## src/rtl/imem_boot_ctrl_if.sv

```systemverilog
// Bundles the program-load stream, CPU fetch port and instruction-memory port.
// Latency: none (wires only).
// Backpressure: load channel is valid/ready; the slave side owns load_ready.
interface imem_boot_ctrl_if #(
    parameter int AW = 6
);
    logic          load_valid;
    logic          load_ready;
    logic [31:0]   load_data;
    logic          load_last;

    logic [31:0]   cpu_addr;
    logic [31:0]   cpu_instr;
    logic          cpu_stall;

    logic          mem_we;
    logic [AW-1:0] mem_waddr;
    logic [31:0]   mem_wdata;
    logic [AW-1:0] mem_raddr;
    logic [31:0]   mem_rdata;

    // Controller view
    modport slave (
        input  load_valid, load_data, load_last, cpu_addr, mem_rdata,
        output load_ready, cpu_instr, cpu_stall,
               mem_we, mem_waddr, mem_wdata, mem_raddr
    );

    // Environment view: loader, CPU and memory
    modport master (
        output load_valid, load_data, load_last, cpu_addr, mem_rdata,
        input  load_ready, cpu_instr, cpu_stall,
               mem_we, mem_waddr, mem_wdata, mem_raddr
    );
endinterface

```

## src/rtl/imem_boot_ctrl.sv

```systemverilog
// Clears instruction memory, streams a program into it, then releases the CPU.
// Latency: clear takes DEPTH cycles; each accepted load word is written the same cycle.
// Backpressure: load_ready is high only in LOAD; words offered elsewhere are not taken.
module imem_boot_ctrl #(
    parameter int DEPTH = 64,
    parameter int AW    = 6
) (
    input  logic           clk,
    input  logic           reset,
    input  logic           start,
    imem_boot_ctrl_if.slave bus,
    output logic           done,
    output logic           err_overflow,
    output logic           err_fetch,
    output logic [AW:0]    word_count
);

    typedef enum logic [1:0] {
        IDLE  = 2'd0,
        CLEAR = 2'd1,
        LOAD  = 2'd2,
        RUN   = 2'd3
    } state_t;

    localparam logic [AW-1:0] LAST_ADDR = AW'(DEPTH - 1);

    state_t        state;
    state_t        state_nxt;
    logic [AW-1:0] ptr;
    logic          accept;
    logic          fetch_ok;

    // State register; reset drops straight back to IDLE
    always_ff @(posedge clk or negedge reset) begin
        if (!reset) begin
            state <= IDLE;
        end else begin
            state <= state_nxt;
        end
    end

    // Next-state and per-state memory/handshake outputs
    always_comb begin
        state_nxt      = state;
        bus.load_ready = 1'b0;
        bus.mem_we     = 1'b0;
        bus.mem_wdata  = 32'h0;
        accept         = 1'b0;
        case (state)
            IDLE: begin
                if (start) state_nxt = CLEAR;
            end
            CLEAR: begin
                // Zero-fill one word per cycle; start is deliberately ignored here
                bus.mem_we = 1'b1;
                if (ptr == LAST_ADDR) state_nxt = LOAD;
            end
            LOAD: begin
                bus.load_ready = 1'b1;
                accept         = bus.load_valid;
                bus.mem_we     = accept;
                bus.mem_wdata  = bus.load_data;
                // Last-flagged word or a full memory both end the load
                if (accept && (bus.load_last || ptr == LAST_ADDR)) state_nxt = RUN;
            end
            RUN: begin
                if (start) state_nxt = CLEAR;
            end
            default: state_nxt = IDLE;
        endcase
    end

    // Write pointer, word count and sticky overflow flag
    always_ff @(posedge clk or negedge reset) begin
        if (!reset) begin
            ptr          <= '0;
            word_count   <= '0;
            err_overflow <= 1'b0;
        end else begin
            case (state)
                CLEAR: begin
                    ptr <= (ptr == LAST_ADDR) ? '0 : ptr + AW'(1);
                end
                LOAD: begin
                    if (accept) begin
                        if (bus.load_last) begin
                            word_count <= {1'b0, ptr} + (AW+1)'(1);
                            ptr        <= '0;
                        end else if (ptr == LAST_ADDR) begin
                            // Program is longer than memory: keep what fits and flag it
                            err_overflow <= 1'b1;
                            word_count   <= (AW+1)'(DEPTH);
                            ptr          <= '0;
                        end else begin
                            ptr <= ptr + AW'(1);
                        end
                    end
                end
                RUN: begin
                    if (start) begin
                        err_overflow <= 1'b0;
                        ptr          <= '0;
                    end
                end
                default: ptr <= '0;
            endcase
        end
    end

    assign bus.mem_waddr = ptr;
    assign bus.mem_raddr = bus.cpu_addr[AW+1:2];

    // Word-aligned and inside the memory window
    assign fetch_ok = (bus.cpu_addr[1:0] == 2'b00) && (bus.cpu_addr[31:AW+2] == '0);

    // CPU side: run only in RUN, feed NOPs for any bad fetch
    always_comb begin
        done          = (state == RUN);
        bus.cpu_stall = (state != RUN);
        err_fetch     = (state == RUN) && !fetch_ok;
        bus.cpu_instr = ((state == RUN) && fetch_ok) ? bus.mem_rdata : 32'h0;
    end

endmodule

```

## src/flat_wrapper.sv

```systemverilog
// flat-port wrapper written by rule: the top's interface ports become plain ports
module imem_boot_ctrl_flat 
#(
    parameter int DEPTH = 64,
    parameter int AW    = 6
)
  (clk, reset, start, done, err_overflow, err_fetch, word_count, bus_load_valid, bus_load_data, bus_load_last, bus_cpu_addr, bus_mem_rdata, bus_load_ready, bus_cpu_instr, bus_cpu_stall, bus_mem_we, bus_mem_waddr, bus_mem_wdata, bus_mem_raddr);
  imem_boot_ctrl_if #(.AW(AW)) bus_i ();
  input  logic clk;
  input  logic reset;
  input  logic start;
  output logic done;
  output logic err_overflow;
  output logic err_fetch;
  output logic [AW:0] word_count;
  input wire logic [$bits(bus_i.load_valid)-1:0] bus_load_valid;
  input wire logic [$bits(bus_i.load_data)-1:0] bus_load_data;
  input wire logic [$bits(bus_i.load_last)-1:0] bus_load_last;
  input wire logic [$bits(bus_i.cpu_addr)-1:0] bus_cpu_addr;
  input wire logic [$bits(bus_i.mem_rdata)-1:0] bus_mem_rdata;
  output wire logic [$bits(bus_i.load_ready)-1:0] bus_load_ready;
  output wire logic [$bits(bus_i.cpu_instr)-1:0] bus_cpu_instr;
  output wire logic [$bits(bus_i.cpu_stall)-1:0] bus_cpu_stall;
  output wire logic [$bits(bus_i.mem_we)-1:0] bus_mem_we;
  output wire logic [$bits(bus_i.mem_waddr)-1:0] bus_mem_waddr;
  output wire logic [$bits(bus_i.mem_wdata)-1:0] bus_mem_wdata;
  output wire logic [$bits(bus_i.mem_raddr)-1:0] bus_mem_raddr;
  assign bus_i.load_valid = bus_load_valid;
  assign bus_i.load_data = bus_load_data;
  assign bus_i.load_last = bus_load_last;
  assign bus_i.cpu_addr = bus_cpu_addr;
  assign bus_i.mem_rdata = bus_mem_rdata;
  assign bus_load_ready = bus_i.load_ready;
  assign bus_cpu_instr = bus_i.cpu_instr;
  assign bus_cpu_stall = bus_i.cpu_stall;
  assign bus_mem_we = bus_i.mem_we;
  assign bus_mem_waddr = bus_i.mem_waddr;
  assign bus_mem_wdata = bus_i.mem_wdata;
  assign bus_mem_raddr = bus_i.mem_raddr;
  imem_boot_ctrl #(.DEPTH(DEPTH), .AW(AW)) u_core (.clk(clk), .reset(reset), .start(start), .bus(bus_i), .done(done), .err_overflow(err_overflow), .err_fetch(err_fetch), .word_count(word_count));
endmodule
```

## config.mk

```make
export PLATFORM = sky130hd
export DESIGN_NAME = imem_boot_ctrl_flat
export DESIGN_NICKNAME = d
export VERILOG_FILES = /design/src/rtl/imem_boot_ctrl_if.sv /design/src/rtl/imem_boot_ctrl.sv /design/src/flat_wrapper.sv
export SDC_FILE = /design/constraint.sdc
export NUM_CORES = 1
export LEC_CHECK = 0
export ABC_CLOCK_PERIOD_IN_PS = 3700
export CAP_MARGIN = 20
export CORE_AREA = 2 2 73 75
export CTS_CLUSTER_SIZE = 40
export DETAILED_ROUTE_END_ITERATION = 12
export DIE_AREA = 0 0 75 77
export DONT_BUFFER_PORTS = 1
export GPL_TIMING_DRIVEN = 0
export HOLD_SLACK_MARGIN = 0.06
export PLACE_DENSITY = 0.49
export RECOVER_POWER = 100
export SYNTH_ARGS = -nofsm -noshare
export SYNTH_HDL_FRONTEND = slang
export SYNTH_SLANG_ARGS = --single-unit
```

## constraint.sdc

```tcl
create_clock -name clk -period 3.7 [get_ports clk]
set_clock_uncertainty 0.2 [all_clocks]
set_input_delay 0.555 -clock clk [delete_from_list [all_inputs] [get_ports clk]]
set_output_delay 0.555 -clock clk [all_outputs]
set_load 0.03 [all_outputs]
```

* Word-level counts from Yosys, hierarchy flattened
Cells that the tools add are included.
** Storage, ports and cells
- Bits in registers :: 16
- Bits in latches :: 0
- Memory bits (writable) :: 0
- ROM bits :: 0
- Input bits :: 101
- Output and inout port bits :: 89
- Word-level logic and storage cells :: 55
- Memories kept :: 0
** Operators by class
- $add $sub $neg :: 2
- $mul :: 0
- Div/mod/pow operators :: 0
- Magnitude comparators :: 0
- Equality and inequality tests :: 12
- Shifts and indexed selects :: 0
- Multiplexer cells :: 21
- Bitwise operators :: 0
- Reduce and logical (&&, ||, !) cells :: 16
** Operators with widths (number)
- $mux W32 :: 2
- $logic_not A24 Y1 :: 1
- $mux W6 :: 4
- $pmux W6 S3 :: 1
- $mux W7 :: 2
- $ne A2 B1 Y1 const B :: 5
- $add A6 B1 Y7 const B :: 1
- $add A6 B1 Y6 const B :: 1
- $eq A6 B6 Y1 const B :: 1
- $mux W1 :: 6
- $mux W2 :: 3
- $ne A2 B2 Y1 const B :: 3
- $pmux W2 S3 :: 1
- $reduce_and A3 Y1 :: 2
- $reduce_and A5 Y1 :: 1
- $eq A2 B2 Y1 const B :: 2
- $logic_and A1 B1 Y1 :: 4
- $logic_not A2 Y1 :: 2
- $pmux W1 S2 :: 2
- $reduce_bool A2 Y1 :: 2
- $eq A2 B1 Y1 const B :: 1
- $reduce_and A2 Y1 :: 1
- $reduce_or A2 Y1 :: 1
- $logic_not A1 Y1 :: 1
- $logic_or A1 B1 Y1 :: 1

* Longest topological paths before layout
Gate-level depths: netlist of the first run.
- Word-level depth :: 5
- Depth in mapped cells :: 7
- Gate-level depth less buffers :: 6

* Worst setup path before layout of the first run
Ideal clock, no wire load.
- Path kind :: reg2out
- From :: register u_core.state[0]
- To :: output port bus_cpu_instr[10]
- Arrival time :: 1814 ps
- Required time :: 2945 ps
- Setup slack :: 1131 ps
- Cell stages (with the launch flop) :: 6
- Path buffers :: 1
- Cell sequence :: dfrtp_1 ha_1 inv_1 nor3_2 clkbuf_2 and2_1
** On the way
- Longest elaborated chain between the ends :: 3
** RTL lines
- from (decl) :: RTL line imem_boot_ctrl.sv:27 : state_t state;
- from (signal assigned) :: RTL line imem_boot_ctrl.sv:38 : state <= state_nxt;
- $eq A2 B2 Y1
- via done :: RTL line flat_wrapper.sv:12 : output logic done;
- $logic_and A1 B1 Y1 :: RTL line imem_boot_ctrl.sv:121 : bus.cpu_instr = ((state == RUN) && fetch_ok) ? bus.mem_rdata : 32'h0;
- $mux W32 :: RTL line imem_boot_ctrl.sv:121
- to (decl) :: RTL line flat_wrapper.sv:22 : output wire logic [$bits(bus_i.cpu_instr)-1:0] bus_cpu_instr;
The timed path passes the listed nets, and every way through them passes these cells.

* Final worst setup path of the first run
- From :: register u_core.state[0]
- To :: output port bus_cpu_instr[15]
The elaborated chain is that of the path after synthesis.

==> results.txt, run 1 <==
The tree built by TritonCTS fans out to 16 sinks. The completed layout was analyzed and its total power is 0.982 mW. The tools report the number of max-slew violations in the final report as 0. In the final routed layout, each cell accounts on average for 18.9 um. TritonCTS built the clock tree.

Once layout is complete, the utilization of the core stands at 30.8%. The detailed-route wire length was 4.80 mm; the chip height was 77 um. For this configuration, the core starts out at a cell density of 28.9%. The final layout contains 291 nets.

The total net switching power was 0.555 mW. In the final layout, the multi-input gates occupy 902 um2. The worst stage delay on the critical path was 0.50 ns; the final antenna-violating net count was 0. The later pin in the worst-skew pair is clocked with a latency of 0.25 ns. Of the cells placed in the final design, the portion with a size suffix greater than 1 is 7.07%. Primary flip-flop cell chosen by synthesis mapping: dfrtp_1. The total overflow left after global routing is 0. STA classifies the critical path endpoint as an output port. The total global routing track utilization is 14.9%. Across all setup checks in the final design, the least slack found is 0.427 ns. The flow ran to the end, and the final reports show no timing, DRC or antenna violations.

The floorplan step defined a core boundary enclosing 4980 um2. The sequential cells in the finished layout cover a total of 400 um2. The tools report the buffer depth of the longest clock path as 2.

Grouping stages by cell kind, the critical path spends the most delay in simple AND/OR/NAND/NOR gates. For the fraction of the yosys area taken by sequential cells, the log shows 27.9%. For the summed negative setup slack over all endpoints, the log shows 0 ns.

Counting every net in the synthesized netlist gives 285. Number of fill cells in the layout: 556. The critical path goes through ha_1 -> inv_1 -> nor3_1 -> clkbuf_2 -> and2_1. Cell internal power was estimated by the tool at 0.427 mW. For the pin with the worst max-slew slack, the measured transition is 0.735 ns. For this design the static power due to leakage is 0.626 nW. The maximum fanout along the worst path works out to 10. Before antenna repair, the detailed router went through 4 iterations. The run gives 27.3% as the relative contribution of sequential cells to total power. Setup violations remaining at the end of the flow were counted as 0. Number of remaining DRC errors: 0. The violation count after the first detailed-route iteration came out at 16. The period utilization is 88.4%, and the count of buffers from port buffering is 0. The die is 75 um wide. Yosys mapped a number of flops with a built-in enable equal to 0.

After floorplanning, the core was divided into 26 placement rows. STA puts the critical path data arrival time at 2.52 ns. The wire-length estimate of the detail-placed layout is 4.16 mm.

After clock tree synthesis, the setup repair step added 0 buffers. The upper clock frequency limit is 0.306 GHz. Before CTS, the worst setup slack after placement is 0.835 ns.

The logs give 3 for the CTS buffer count and 6.42 mm for the wire length of the first global-routing pass. In this run the clock root is driven by a clkbuf_8. Summing over every cut layer, the via total after detailed routing is 1,276. Counting every instance in the synthesized netlist gives 179. For the worst setup path, the data required time is 2.94 ns.

The die covers 5780 um2. The number of antenna diodes in the final layout is 0. The clock period could shrink to 3.27 ns. Number of hold-repair buffers added at the cts stage: 1. The maximum ir drop on the vdd rail was 393 uV; the I/O pin count was 190. The cell with the largest stage delay on the worst path was nor3_1.

STA classifies the critical path startpoint as a flip-flop. Of the total power, the clock network draws 16.0%. Compared with the post-synthesis result, the final layout area differs by 6.79%. Entering global routing, the biggest net connects 17 pins. The run gives 36 as the number of different library cells in the post-synthesis netlist. Average instance area after synthesis: 8.03 um2. The number of cells upsized or downsized after cts is 0. Setup repair after global routing left no endpoint under its margin. The total count of hold-check failures in the final report was 0. The placer's final routability congestion estimate came out at 0.869. The logs give 1 for the number of H-tree branching levels and 56.7% for the portion of total power attributed to combinational logic. The switching power as a share of total power is 56.5%, and the cell area after synthesis is 1440 um2.

The worst hold path belongs to the class in -> reg. Counting flops with an async set or reset pin after synthesis yields a share of 100%. The number of antenna violations at the first check in global routing is 2. After detailed routing, the number of vias per cell comes to 5.02. The critical path class was reg -> out. The clock edge transition at the registers on the reported setup and hold paths came out at 0.07 ns. Yosys printed 0 warnings. The count of buffer and inverter cells on the critical path is 2.

For this design the ratio of total power to cell area is 640 nW/um2. Synthesis inferred 16 register bits. Measured against its own limit, the worst slew margin works out to 50.9%. The run gives 0 as the number of max-capacitance violations reported.

The via count of the first global-routing pass was 1,180.
worst reg2reg max path, delay by kind of cell, from the launching register on:
family                   cells  cell delay, ns
AO/OA/AOI/OAI                2            0.69
buffers and inverters        2            0.51
flip-flops                   1            0.42
AND/OR/NAND/NOR              2            0.40
adder cells (fa/ha/maj)      1            0.38
cell usage in the layout (no fill, tap or decap), types with 3 or more instances in the layout:
cell type | Yosys | final
ha_1 | 5 | 5
nor2_1 | 3 | 3
clkbuf_1 | 3 | 10
o21ai_0 | 8 | 11
nand3_1 | 7 | 7
and2_0 | 0 | 34
nand2b_1 | 2 | 3
nand2_1 | 15 | 15
nor4_1 | 6 | 6
dfrtp_1 | 16 | 16
inv_1 | 6 | 6
clkbuf_2 | 3 | 3
and2_1 | 64 | 30
o31ai_1 | 3 | 3
clkbuf_8 | 0 | 4
area by class of cell:
cell class / instances / area share [%]
plain buffers: 14 / 3.75
clock buffers: 4 / 3.59
inverters: 6 / 1.47
multi-input cells: 143 / 58.8
flip-flops and latches: 16 / 26.1
well taps: 70 / 5.70
repair buffers: 1 / 0.652
power groups by stage:
stage | registers, mW | clock network [mW] | logic [mW]
floorplan | 0.265 | 0 | 0.510
global placement | 0.273 | 0 | 0.589
detailed placement | 0.273 | 0 | 0.588
CTS | 0.270 | 0.161 | 0.595
global route | 0.275 | 0.174 | 0.609
finish | 0.268 | 0.157 | 0.556
Yosys cell counts, types with 2 or more instances:
master / number / share of area [%]
a211oi_1: 2 / 1.0
a21oi_1: 2 / 0.70
and2_1: 64 / 28
and2b_2: 2 / 1.2
buf_4: 6 / 3.1
clkbuf_1: 3 / 0.78
clkbuf_2: 3 / 1.0
dfrtp_1: 16 / 28
ha_1: 5 / 4.4
inv_1: 6 / 1.6
mux2i_1: 2 / 1.4
nand2_1: 15 / 3.9
nand2b_1: 2 / 0.87
nand3_1: 7 / 2.4
nor2_1: 3 / 0.78
nor4_1: 6 / 2.6
o211ai_1: 2 / 1.0
o21ai_0: 8 / 2.8
o21ai_2: 4 / 2.4
o31ai_1: 3 / 1.6
xnor2_1: 2 / 1.2
xor2_1: 2 / 1.2
per-stage QoR:
stage	cell area, um2	hold WS [ns]	instances
floorplan	1440	0.0594	179
global placement	1530	0.0597	249
detailed placement	1530	0.0597	249
CTS	1590	0.255	254
global route	1540	0.269	254
finish	1540	0.258	254
worst paths after layout:
path / from / end / cells past startpoint / slack (ns)
worst max register to register: u_core.state[0] / u_core.bus.mem_waddr[3] / 7 / 1.01
min in group asynchronous: reset / u_core.bus.mem_waddr[2] / 1 / 0.60
worst max-delay path: u_core.state[0] / bus_cpu_instr[15] / 5 / 0.43
max in group asynchronous: reset / u_core.word_count[0] / 1 / 2.23
worst min-delay path: bus_load_last / u_core.word_count[2] / 2 / 0.26
worst min register to register: u_core.state[1] / u_core.state[1] / 2 / 0.42
sequential cells by signal, summed over array words and instances, names as in the netlist:
name / cells
u_core.err_overflow: 1
u_core.state: 2
u_core.word_count: 7
u_core.bus.mem_waddr: 6
cell families after synthesis:
family	share of synthesized area [%]
simple gates	44.0
compound gates	11.6
buf+inv	7.66
flops	27.9
fa+ha+maj	4.35
xor+xnor	2.44
mux	2.18
layer usage:
layer | GRT usage (%) | wire (um) | vias up | part of all wire [%]
met4 | 4.29 | 41 | 4 | 0.85
met2 | 21.8 | 2250 | 85 | 47
met1 | 18.2 | 1790 | 584 | 37
met3 | 8.94 | 691 | 8 | 14
met5 | 0 | 24 | - | 0.50
li1 | - | - | 595 | -
(Power assumes the default switching activity.)
==> run 2: changes to the inputs <==
--- a/config.mk
+++ b/config.mk
@@ -7,10 +7,10 @@
 export LEC_CHECK = 0
 export ABC_CLOCK_PERIOD_IN_PS = 3700
 export CAP_MARGIN = 20
-export CORE_AREA = 2 2 73 75
+export CORE_AREA = 2 2 74 76
 export CTS_CLUSTER_SIZE = 40
 export DETAILED_ROUTE_END_ITERATION = 12
-export DIE_AREA = 0 0 75 77
+export DIE_AREA = 0 0 76 78
 export DONT_BUFFER_PORTS = 1
 export GPL_TIMING_DRIVEN = 0
 export HOLD_SLACK_MARGIN = 0.06
==> run 2 against run 1 <==
Net effect:
- global-route usage shrank 0.064 points
- critical path type unchanged
- largest cell class unchanged
- cell count is the same
- design area is the same
- via count shrank 2.1%
- critical endpoint is now bus_cpu_instr[11]
==> results.txt, run 2 (synthesis results as in run 1) <==
The flow ran to the end, and the final reports show no timing, DRC or antenna violations. The number of cells on the worst reg-to-reg path is 7. The logs give 0 for the number of remaining DRC errors and 0 for the number of max-slew violations in the final report.

The static leakage came out at 0.627 nW. The worst setup path is launched from a flip-flop. The clock edge transition at the registers on the reported setup and hold paths came out at 0.07 ns.

The worst path needs 3.26 ns of the cycle, external delays included. The run gives 0.25 ns as the clock network latency to the later pin of the worst-skew pair. The number of cells upsized or downsized after cts came out at 0. CTS placed an instance of clkbuf_8 at the clock tree root. Routability-driven placement finished with a final weighted congestion of 0.751. The placement row count was 26; the CTS buffer count was 3.

Detailed routing inserted a total of 1,249 vias. Number of H-tree branching levels: 1. Detailed placement ended at an HPWL of 4.25 mm. The class of the worst hold path is in -> reg.

Mean number of vias per cell: 4.92. Required time at the worst-slack endpoint: 2.94 ns. The number of max-capacitance violations reported is 0, and the largest net degree at the start of global routing is 17. The count of buffers from port buffering was 0; the wire length of the first global-routing pass was 6.78 mm. The run gives 4.91 mm as the detailed-route wire length. For this run, the slowest stage of the critical path takes 0.50 ns. Summed over all failing endpoints, the final setup total negative slack is 0 ns. The most common cell after layout, fill and taps aside is and2_0. The logs give 1,160 for the via count of the first global-routing pass and 379 uV for the maximum ir drop on the vdd rail. The total count of hold-check failures in the final report came out at 0. The critical path goes through ha_1 -> inv_1 -> nor3_1 -> clkbuf_2 -> and2_1. Setup violations remaining at the end of the flow were counted as 0. The number of antenna diodes in the final layout is 0. In this run, the number of DRC markers left after iteration 0 of detailed routing was 33. Global routing used 14.8% of the available tracks across all layers. The number of hold-repair buffers added at the cts stage came out at 1. Data arrives at the worst endpoint at 2.51 ns. In this run the standard cell core region covers 5040 um2. Measured along the y axis, the die boundary spans 78 um. The worst pin sits at a relative slew slack of 47.9%.

For this run the aggregate overflow at the end of global routing stands at 0. The net count of the finished layout is 291. Share of cells above drive strength 1: 7.07%. The synthesis-to-finish area growth was 6.79%. In this run the horizontal extent of the chip is 76 um. At the pin with the least slew margin, the transition time is 0.778 ns. The slowest stage of the critical path is the nor3_1 cell.

The run gives 5930 um2 as the die outline area. Before CTS, the worst setup slack after placement is 0.813 ns. Buffers added to address setup during post-CTS repair amount to 0. Critical path class: reg -> out. In this run the worst path has a maximum fanout of 10.

Setup repair after global routing left no endpoint under its margin. The library cells used most frequently in the layout, excluding fill and tap cells, are 33 x and2_0, 31 x and2_1, 16 x dfrtp_1, 15 x nand2_1, 11 x o21ai_0. In the post-route analysis, the smallest setup slack over all paths is 0.439 ns.

The first detailed-routing pass took 4 iterations. STA classifies the critical path endpoint as an output port. The run gives 0.307 GHz as the upper clock frequency limit. TritonCTS built the clock tree. The final antenna-violating net count was 0; the buffer depth of the longest clock path was 2.

The post-route core utilization came out at 30.4%. Power spread over the standard cell area amounts to 638 nW/um2. The flip-flop count of the largest register after layout is 7. The logs give 0 for the number of antenna violations at the first check in global routing and 16 for the clock sink count. During I/O placement, the number of pins put on the boundary was 190. The initial core utilization is 28.5%. Register containing the most flip-flops in the final layout: u_core.word_count. The number of fill cells in the layout came out at 564.

The final critical path takes up 88.1% of the cycle. Summing internal, switching and leakage power gives 0.980 mW. After detailed routing, the average wire length per cell comes to 19.3 um. The number of stages on the worst hold path works out to 2.
run 2: cell count changes in the layout (fill, tap and decap cells not counted):
cell    delta
and2_1     +1
and2_0     -1
run 2: worst max-delay path: cells and delay by family (launching register included):
family | cells | cell delay, ns
flip-flops | 1 | 0.40
AND/OR/NAND/NOR | 2 | 0.85
adder cells (fa/ha/maj) | 1 | 0.42
buffers and inverters | 2 | 0.57
run 2: cell type report:
| cell class | instances | area, um2 | area share, % |
|---|---|---|---|
| flip-flops and latches | 16 | 400 | 26.1 |
| inverters | 6 | 22.5 | 1.47 |
| clock buffers | 4 | 55.1 | 3.59 |
| well taps | 70 | 87.6 | 5.70 |
| repair buffers | 1 | 10.0 | 0.652 |
| multi-input cells | 143 | 902 | 58.8 |
| plain buffers | 14 | 57.6 | 3.75 |
run 2: routing by layer:
metal / wire [um] / part of all wire (%) / up-vias / GRT usage [%]
li1: - / - / 600 / -
met1: 1920 / 39 / 569 / 18.4
met2: 2450 / 50 / 74 / 23.5
met3: 445 / 9.1 / 6 / 5.23
met4: 86 / 1.8 / 0 / 5.82
met5: 0 / 0 / - / 0
run 2: final timing paths:
check                                start                       to  slack (ns)
setup / recovery           u_core.state[0]        bus_cpu_instr[11]        0.44
hold reg to reg            u_core.state[0]          u_core.state[0]        0.42
min in group asynchronous            reset  u_core.bus.mem_waddr[2]        0.62
hold / removal               bus_load_last     u_core.word_count[2]        0.26
max in group asynchronous            reset     u_core.word_count[5]        2.19
setup reg to reg           u_core.state[0]  u_core.bus.mem_waddr[3]        1.10
run 2: where the power goes:
group	internal, mW	total (mW)	switching, mW
Combinational	0.130	0.552	0.423
Sequential	0.204	0.269	0.0653
Clock	0.0945	0.158	0.0634
run 2: metrics by stage:
step / instance area (um2) / std cells / hold WS [ns]
finish: 1540 / 254 / 0.256
global route: 1540 / 254 / 0.264
CTS: 1590 / 254 / 0.249
detailed placement: 1530 / 249 / 0.0598
global placement: 1530 / 249 / 0.0597
floorplan: 1440 / 179 / 0.0594
==> run 3: changes to the inputs <==
--- a/config.mk
+++ b/config.mk
@@ -6,7 +6,7 @@
 export NUM_CORES = 1
 export LEC_CHECK = 0
 export ABC_CLOCK_PERIOD_IN_PS = 3700
-export CAP_MARGIN = 20
+export CAP_MARGIN = 5
 export CORE_AREA = 2 2 74 76
 export CTS_CLUSTER_SIZE = 40
 export DETAILED_ROUTE_END_ITERATION = 12
==> results of run 3 <==
Same layout as run 2: the final DEF is identical, and so are final timing and power.
